--- src/rtl/adc_pkg.sv ---
// Shared definitions for the SPI ADC reader, its averaging consumer and the top level.
package adc_pkg;

  // ADC sample width
  localparam int unsigned ADC_W = 10;

  // Default timing, shared by reader-side and top-level blocks
  localparam int unsigned SAMPLE_PERIOD_DEF = 50000;
  localparam int unsigned TIMEOUT_DEF       = 64;
  localparam int unsigned AVG_LOG2_DEF      = 3;

  // Averager FSM states
  typedef enum logic [1:0] {
    S_IDLE = 2'd0,
    S_WAIT = 2'd1,
    S_OUT  = 2'd2
  } adc_state_t;

endpackage : adc_pkg

--- src/rtl/adc_tick_gen.sv ---
// Sample-period counter: counts 0..SAMPLE_PERIOD-1 while enabled, pulses o_tick on the last count.
module adc_tick_gen
  import adc_pkg::*;
#(
  parameter int unsigned SAMPLE_PERIOD = SAMPLE_PERIOD_DEF
) (
  input  logic clk,
  input  logic rst,
  input  logic i_enable,
  output logic o_tick
);

  localparam int unsigned CW = (SAMPLE_PERIOD > 1) ? $clog2(SAMPLE_PERIOD) : 1;
  localparam logic [CW-1:0] LAST = CW'(SAMPLE_PERIOD - 1);

  logic [CW-1:0] r_count;
  logic          w_at_last;

  assign w_at_last = (r_count == LAST);
  assign o_tick    = i_enable & w_at_last;

  // Free-running period count, parked at zero while disabled
  always_ff @(posedge clk or posedge rst) begin
    if (rst) begin
      r_count <= '0;
    end else if (!i_enable) begin
      r_count <= '0;
    end else if (w_at_last) begin
      r_count <= '0;
    end else begin
      r_count <= r_count + CW'(1);
    end
  end

endmodule : adc_tick_gen

--- src/rtl/adc_sample_averager.sv ---
// Drives the ADC reader's start pulse on a fixed period, averages 2^AVG_LOG2 results,
// and reports the average with a hysteresis alarm and a sticky reader-timeout error.
module adc_sample_averager
  import adc_pkg::*;
#(
  parameter int unsigned SAMPLE_PERIOD = SAMPLE_PERIOD_DEF,
  parameter int unsigned AVG_LOG2      = AVG_LOG2_DEF,
  parameter int unsigned TIMEOUT       = TIMEOUT_DEF,
  parameter int unsigned DATA_W        = ADC_W
) (
  input  logic              clk,
  input  logic              rst,
  input  logic              enable,
  input  logic              err_clear,
  output logic              adc_start,
  input  logic [DATA_W-1:0] adc_data,
  input  logic              adc_valid,
  input  logic [DATA_W-1:0] thresh_hi,
  input  logic [DATA_W-1:0] thresh_lo,
  output logic [DATA_W-1:0] avg_out,
  output logic              avg_valid,
  output logic              alarm,
  output logic              timeout_err
);

  localparam int unsigned ACC_W  = DATA_W + AVG_LOG2;
  localparam int unsigned CNT_W  = AVG_LOG2 + 1;
  localparam int unsigned WAIT_W = $clog2(TIMEOUT + 1);

  localparam logic [CNT_W-1:0]  CNT_FULL   = CNT_W'(1) << AVG_LOG2;
  localparam logic [WAIT_W-1:0] WAIT_LIMIT = WAIT_W'(TIMEOUT);

  adc_state_t        r_state;
  logic [ACC_W-1:0]  r_acc;
  logic [CNT_W-1:0]  r_cnt;
  logic [WAIT_W-1:0] r_wait;
  logic              r_adc_start;
  logic [DATA_W-1:0] r_avg_out;
  logic              r_avg_valid;
  logic              r_alarm;
  logic              r_err;

  logic              w_tick;
  logic [ACC_W-1:0]  w_acc_sum;
  logic [CNT_W-1:0]  w_cnt_next;
  logic [WAIT_W-1:0] w_wait_next;
  logic              w_last;
  logic [DATA_W-1:0] w_avg_new;
  logic              w_alarm_next;

  adc_tick_gen #(
    .SAMPLE_PERIOD(SAMPLE_PERIOD)
  ) u_tick (
    .clk     (clk),
    .rst     (rst),
    .i_enable(enable),
    .o_tick  (w_tick)
  );

  assign w_acc_sum   = r_acc + ACC_W'(adc_data);
  assign w_cnt_next  = r_cnt + CNT_W'(1);
  assign w_wait_next = r_wait + WAIT_W'(1);
  assign w_last      = (w_cnt_next == CNT_FULL);
  assign w_avg_new   = w_acc_sum[ACC_W-1:AVG_LOG2];

  // Hysteresis decision for the incoming average; set wins over clear
  always_comb begin
    w_alarm_next = r_alarm;
    if (w_avg_new >= thresh_hi) begin
      w_alarm_next = 1'b1;
    end else if (w_avg_new <= thresh_lo) begin
      w_alarm_next = 1'b0;
    end
  end

  // Sampling FSM with registered start, average, alarm and error outputs.
  // The average, strobe and alarm are loaded on the edge that accepts the final
  // sample so they are visible during the single S_OUT cycle.
  always_ff @(posedge clk or posedge rst) begin
    if (rst) begin
      r_state     <= S_IDLE;
      r_acc       <= '0;
      r_cnt       <= '0;
      r_wait      <= '0;
      r_adc_start <= 1'b0;
      r_avg_out   <= '0;
      r_avg_valid <= 1'b0;
      r_alarm     <= 1'b0;
      r_err       <= 1'b0;
    end else begin
      r_adc_start <= 1'b0;
      r_avg_valid <= 1'b0;
      if (err_clear) begin
        r_err <= 1'b0;
      end
      if (!enable) begin
        r_state <= S_IDLE;
        r_acc   <= '0;
        r_cnt   <= '0;
        r_wait  <= '0;
      end else begin
        case (r_state)
          S_IDLE: begin
            if (w_tick) begin
              r_adc_start <= 1'b1;
              r_wait      <= '0;
              r_state     <= S_WAIT;
            end
          end
          S_WAIT: begin
            if (adc_valid) begin
              r_acc <= w_acc_sum;
              r_cnt <= w_cnt_next;
              if (w_last) begin
                r_avg_out   <= w_avg_new;
                r_avg_valid <= 1'b1;
                r_alarm     <= w_alarm_next;
                r_state     <= S_OUT;
              end else begin
                r_state <= S_IDLE;
              end
            end else if (w_wait_next == WAIT_LIMIT) begin
              r_err   <= 1'b1;
              r_wait  <= w_wait_next;
              r_state <= S_IDLE;
            end else begin
              r_wait <= w_wait_next;
            end
          end
          S_OUT: begin
            r_acc   <= '0;
            r_cnt   <= '0;
            r_state <= S_IDLE;
          end
          default: begin
            r_state <= S_IDLE;
          end
        endcase
      end
    end
  end

  assign adc_start   = r_adc_start;
  assign avg_out     = r_avg_out;
  assign avg_valid   = r_avg_valid;
  assign alarm       = r_alarm;
  assign timeout_err = r_err;

endmodule : adc_sample_averager
--- config.mk ---
export PLATFORM = sky130hd
export DESIGN_NAME = adc_sample_averager
export DESIGN_NICKNAME = d
export VERILOG_FILES = /design/src/rtl/adc_pkg.sv /design/src/rtl/adc_tick_gen.sv /design/src/rtl/adc_sample_averager.sv
export SDC_FILE = /design/constraint.sdc
export NUM_CORES = 1
export LEC_CHECK = 0
export ABC_CLOCK_PERIOD_IN_PS = 5790
export CELL_PAD_IN_SITES_DETAIL_PLACEMENT = 0
export CELL_PAD_IN_SITES_GLOBAL_PLACEMENT = 2
export CORE_UTILIZATION = 37
export DETAILED_ROUTE_END_ITERATION = 6
export PLACE_DENSITY = 0.95
export SLEW_MARGIN = 5
export SYNTH_ARGS = -nofsm -noshare
export SYNTH_HDL_FRONTEND = slang
export SYNTH_SLANG_ARGS = --single-unit
--- constraint.sdc ---
create_clock -name clk -period 5.79 [get_ports clk]
set_input_delay 0.8685 -clock clk [delete_from_list [all_inputs] [get_ports clk]]
set_output_delay 0.8685 -clock clk [all_outputs]
set_load 0.05 [all_outputs]
==> results.yml <==
power:
  power.switching_mw: 0.184
  p_seq_frac: 0.558
  p_per_area_mw_per_mm2: 159
  sw_frac_of_total: 0.261
  clockPowerShare: 0.325
  combPwrFrac: 0.117
  p_int_mw: 0.522
  ir_worst_vdd_mv: 0.0847
  leakage_nw: 2.01
place:
  gp_congestion: 0.803
  place_inst: 574
  dp_hpwl_um: 6270
  port_buffers: 48
clock_tree:
  root_buffer: "clkbuf_8"
  clock_sinks: 56
  worst_setup_hold_path_clk_slew_ps: 110
  numCtsBuffers: 5
  cts_setup_buffers: 0
  cts_resized: 0
  clk_path_buf_depth: 2
  ctsHtreeMaxLevel: 2
  hold_buffers: 0
  cts_tree: "yes"
  clk_latency_ps: 310
synth:
  synth_area_leader_cell: "dfrtp_1"
  syn_nets: 475
  ys_types: 60
  ys.flop_type: "dfrtp_1"
  synth_top_area_share: 0.375
  syn-cell-area_mm2: 0.00374
  synthArstFlopShare: 1.00
  ys_seq_elements: 56
  syn_avg_cell_area_um2: 9.23
  synth-edff-count: 0
  yosysSeqAreaShare: 0.375
  netlist_instances: 405
  ys.warnings.count: 0
  synth_area_leaders: "dfrtp_1 37%, ha_1 11%, xnor2_1 3.5%"
die:
  row_count: 36
  initial_utilization: 0.383
  die_w_um: 103
  die_y_um: 103
  io_pins: 49
  dieArea_mm2: 0.0105
  coreArea_mm2: 0.00977
global_route:
  antenna_found_initial: 0
  grt_max_degree: 57
  grt_usage: 0.166
  grt_pass1_wl_um: 13800
  grt-ovfl-total: 0
  first_global_vias: 2964
critical_path:
  cp_max_fo: 4
  crit_required_ps: 5970
  cp_cell_sequence: "clkdlybuf4s50_1 -> ha_1 -> inv_1 -> fa_1 -> nand2b_1 -> a211oi_1 -> o211ai_1 -> xnor2_1 -> ha_1 -> nand4_1 -> nor2_1 -> a21o_1 -> o311ai_0 -> o211ai_1"
  crit_path_top_delay_cell: "clkdlybuf4s50_1"
  critPathLaunchType: "input pin"
  worstPathArrival_ps: 4300
  max_stage_delay_ps: 490
  setup.worst_path.end_class: "flip-flop"
  crit_type: "input pin to flip-flop"
finish:
  finalNonFillerCells: 582
  drive_gt1_frac: 0.0512
  layout.nets: 518
  utilization: 0.454
  n_antenna_cell: 0
  areaGrowthSynthToFinish_pct: 18.5
sta:
  clock_skew_ps: 7.67
  tightest_slew_ps: 719
  drv_slew: 0
  fmax_mhz: 243
  final_hold_viol_count: 0
  rsz0062_at_grt: "no"
  setup_viol: 0
  relSlewSlack: 0.521
  period_share: 0.711
  fin_setup_tns_ps: 0
  period_needed_ps: 4120
job:
  maxCapViolations: 0
worst_hold_path:
  hp-class: "flip-flop to flip-flop"
detailed_routing:
  drtIter0Drc: 100
  wire_per_inst_um: 14.2
  drt_wl_total_um: 8250
  num_vias: 3022
  drc: 0
  first_pass_iters: 4
  via_per_inst: 5.19
  ant_nets: 0
outcome:
  status: "finished, final reports clean"
final cells by class:
type                       count  area (um^2)
tap                          133          166
timing repair buffer          49          488
fill                         971         5340
clock buffer                   5         68.8
sequential                    56         1400
inverter                      32          120
multi-input combinational    304         2160
clock inverter                 3         27.5
cell families after synthesis:
logic type      synth area share
simple gates               0.204
mux                       0.0321
flops                      0.375
buf+inv                   0.0475
fa+ha+maj                  0.119
compound gates             0.164
xor+xnor                  0.0585
Yosys cell counts, types with 4 or more instances:
library cell,instances
dfrtp_1,56
ha_1,34
nor2_1,33
inv_1,32
nand2_1,25
a21oi_1,20
nand3_1,20
o21ai_0,19
xnor2_1,15
a21o_1,10
xor2_1,10
nand2b_1,9
nor2b_1,9
o211ai_1,8
and3_1,7
clkbuf_1,7
nand4_1,7
a22o_1,6
a211oi_1,5
nor3_1,5
buf_2,4
mux2_1,4
mux2_2,4
nor4_1,4
sequential cells by signal, summed over array words and instances (netlist names):
register        cells
adc_start           1
alarm               1
avg_out            10
avg_valid           1
r_acc              13
r_cnt               4
r_state             2
r_wait              7
timeout_err         1
u_tick.r_count     16
routing by layer:
layer | global-route usage | routed length, um
met4 | 0.0385 | 97
met3 | 0.0264 | 274
met1 | 0.215 | 3930
met5 | 0 | 0
met2 | 0.291 | 3950
power by group through the flow:
stage	registers (mW)	logic, mW	clock network [mW]
2_1_floorplan	0.401	0.0460	0
3_3_place_gp	0.402	0.0827	0
3_5_place_dp	0.402	0.0843	0
4_1_cts	0.394	0.0849	0.239
5_1_grt	0.395	0.0942	0.250
6_report	0.394	0.0830	0.229
layout by cell type, fill, tap and decap left out, types with 6 or more instances in the layout:
| cell | Yosys | routed |
|---|---|---|
| nand4_1 | 7 | 7 |
| nand3_1 | 20 | 20 |
| a21oi_1 | 20 | 20 |
| nor2b_1 | 9 | 9 |
| dfrtp_1 | 56 | 56 |
| o21ai_0 | 19 | 19 |
| a21o_1 | 10 | 10 |
| a22o_1 | 6 | 6 |
| ha_1 | 34 | 34 |
| clkdlybuf4s50_1 | 0 | 48 |
| nor2_1 | 33 | 33 |
| xnor2_1 | 15 | 15 |
| and3_1 | 7 | 7 |
| nand2b_1 | 9 | 9 |
| o211ai_1 | 8 | 8 |
| inv_1 | 32 | 31 |
| nand2_1 | 25 | 25 |
| xor2_1 | 10 | 10 |
critical path, delay by kind of cell:
| kind | cells | cell delay, ps |
|---|---|---|
| buffers and inverters | 2 | 540 |
| AO/OA/AOI/OAI | 5 | 1280 |
| XOR/XNOR | 1 | 350 |
| adder cells (fa/ha/maj) | 3 | 850 |
| AND/OR/NAND/NOR | 3 | 400 |
stage by stage:
| step | hold slack, ps | total power, mW | setup WS [ps] | instance area (um^2) |
|---|---|---|---|---|
| floorplan | 455 | 0.447 | 2330 | 3740 |
| global placement | 477 | 0.484 | 1490 | 4340 |
| detailed placement | 485 | 0.486 | 1320 | 4340 |
| CTS | 510 | 0.718 | 1650 | 4430 |
| global route | 521 | 0.739 | 1460 | 4430 |
| finish | 500 | 0.706 | 1670 | 4430 |
final timing paths:
| path | start | to | slack (ps) | cells after the start |
|---|---|---|---|---|
| hold / removal | avg_out[0] | avg_out[0] | 500 | 1 |
| setup reg to reg | r_acc[0] | alarm | 2340 | 13 |
| max in group asynchronous | rst | r_wait[1] | 4250 | 3 |
| setup / recovery | adc_data[0] | alarm | 1670 | 14 |
| min in group asynchronous | rst | avg_out[0] | 1060 | 3 |
| hold reg to reg | avg_out[0] | avg_out[0] | 500 | 1 |
Note: power is estimated with default switching activity, not from simulation.
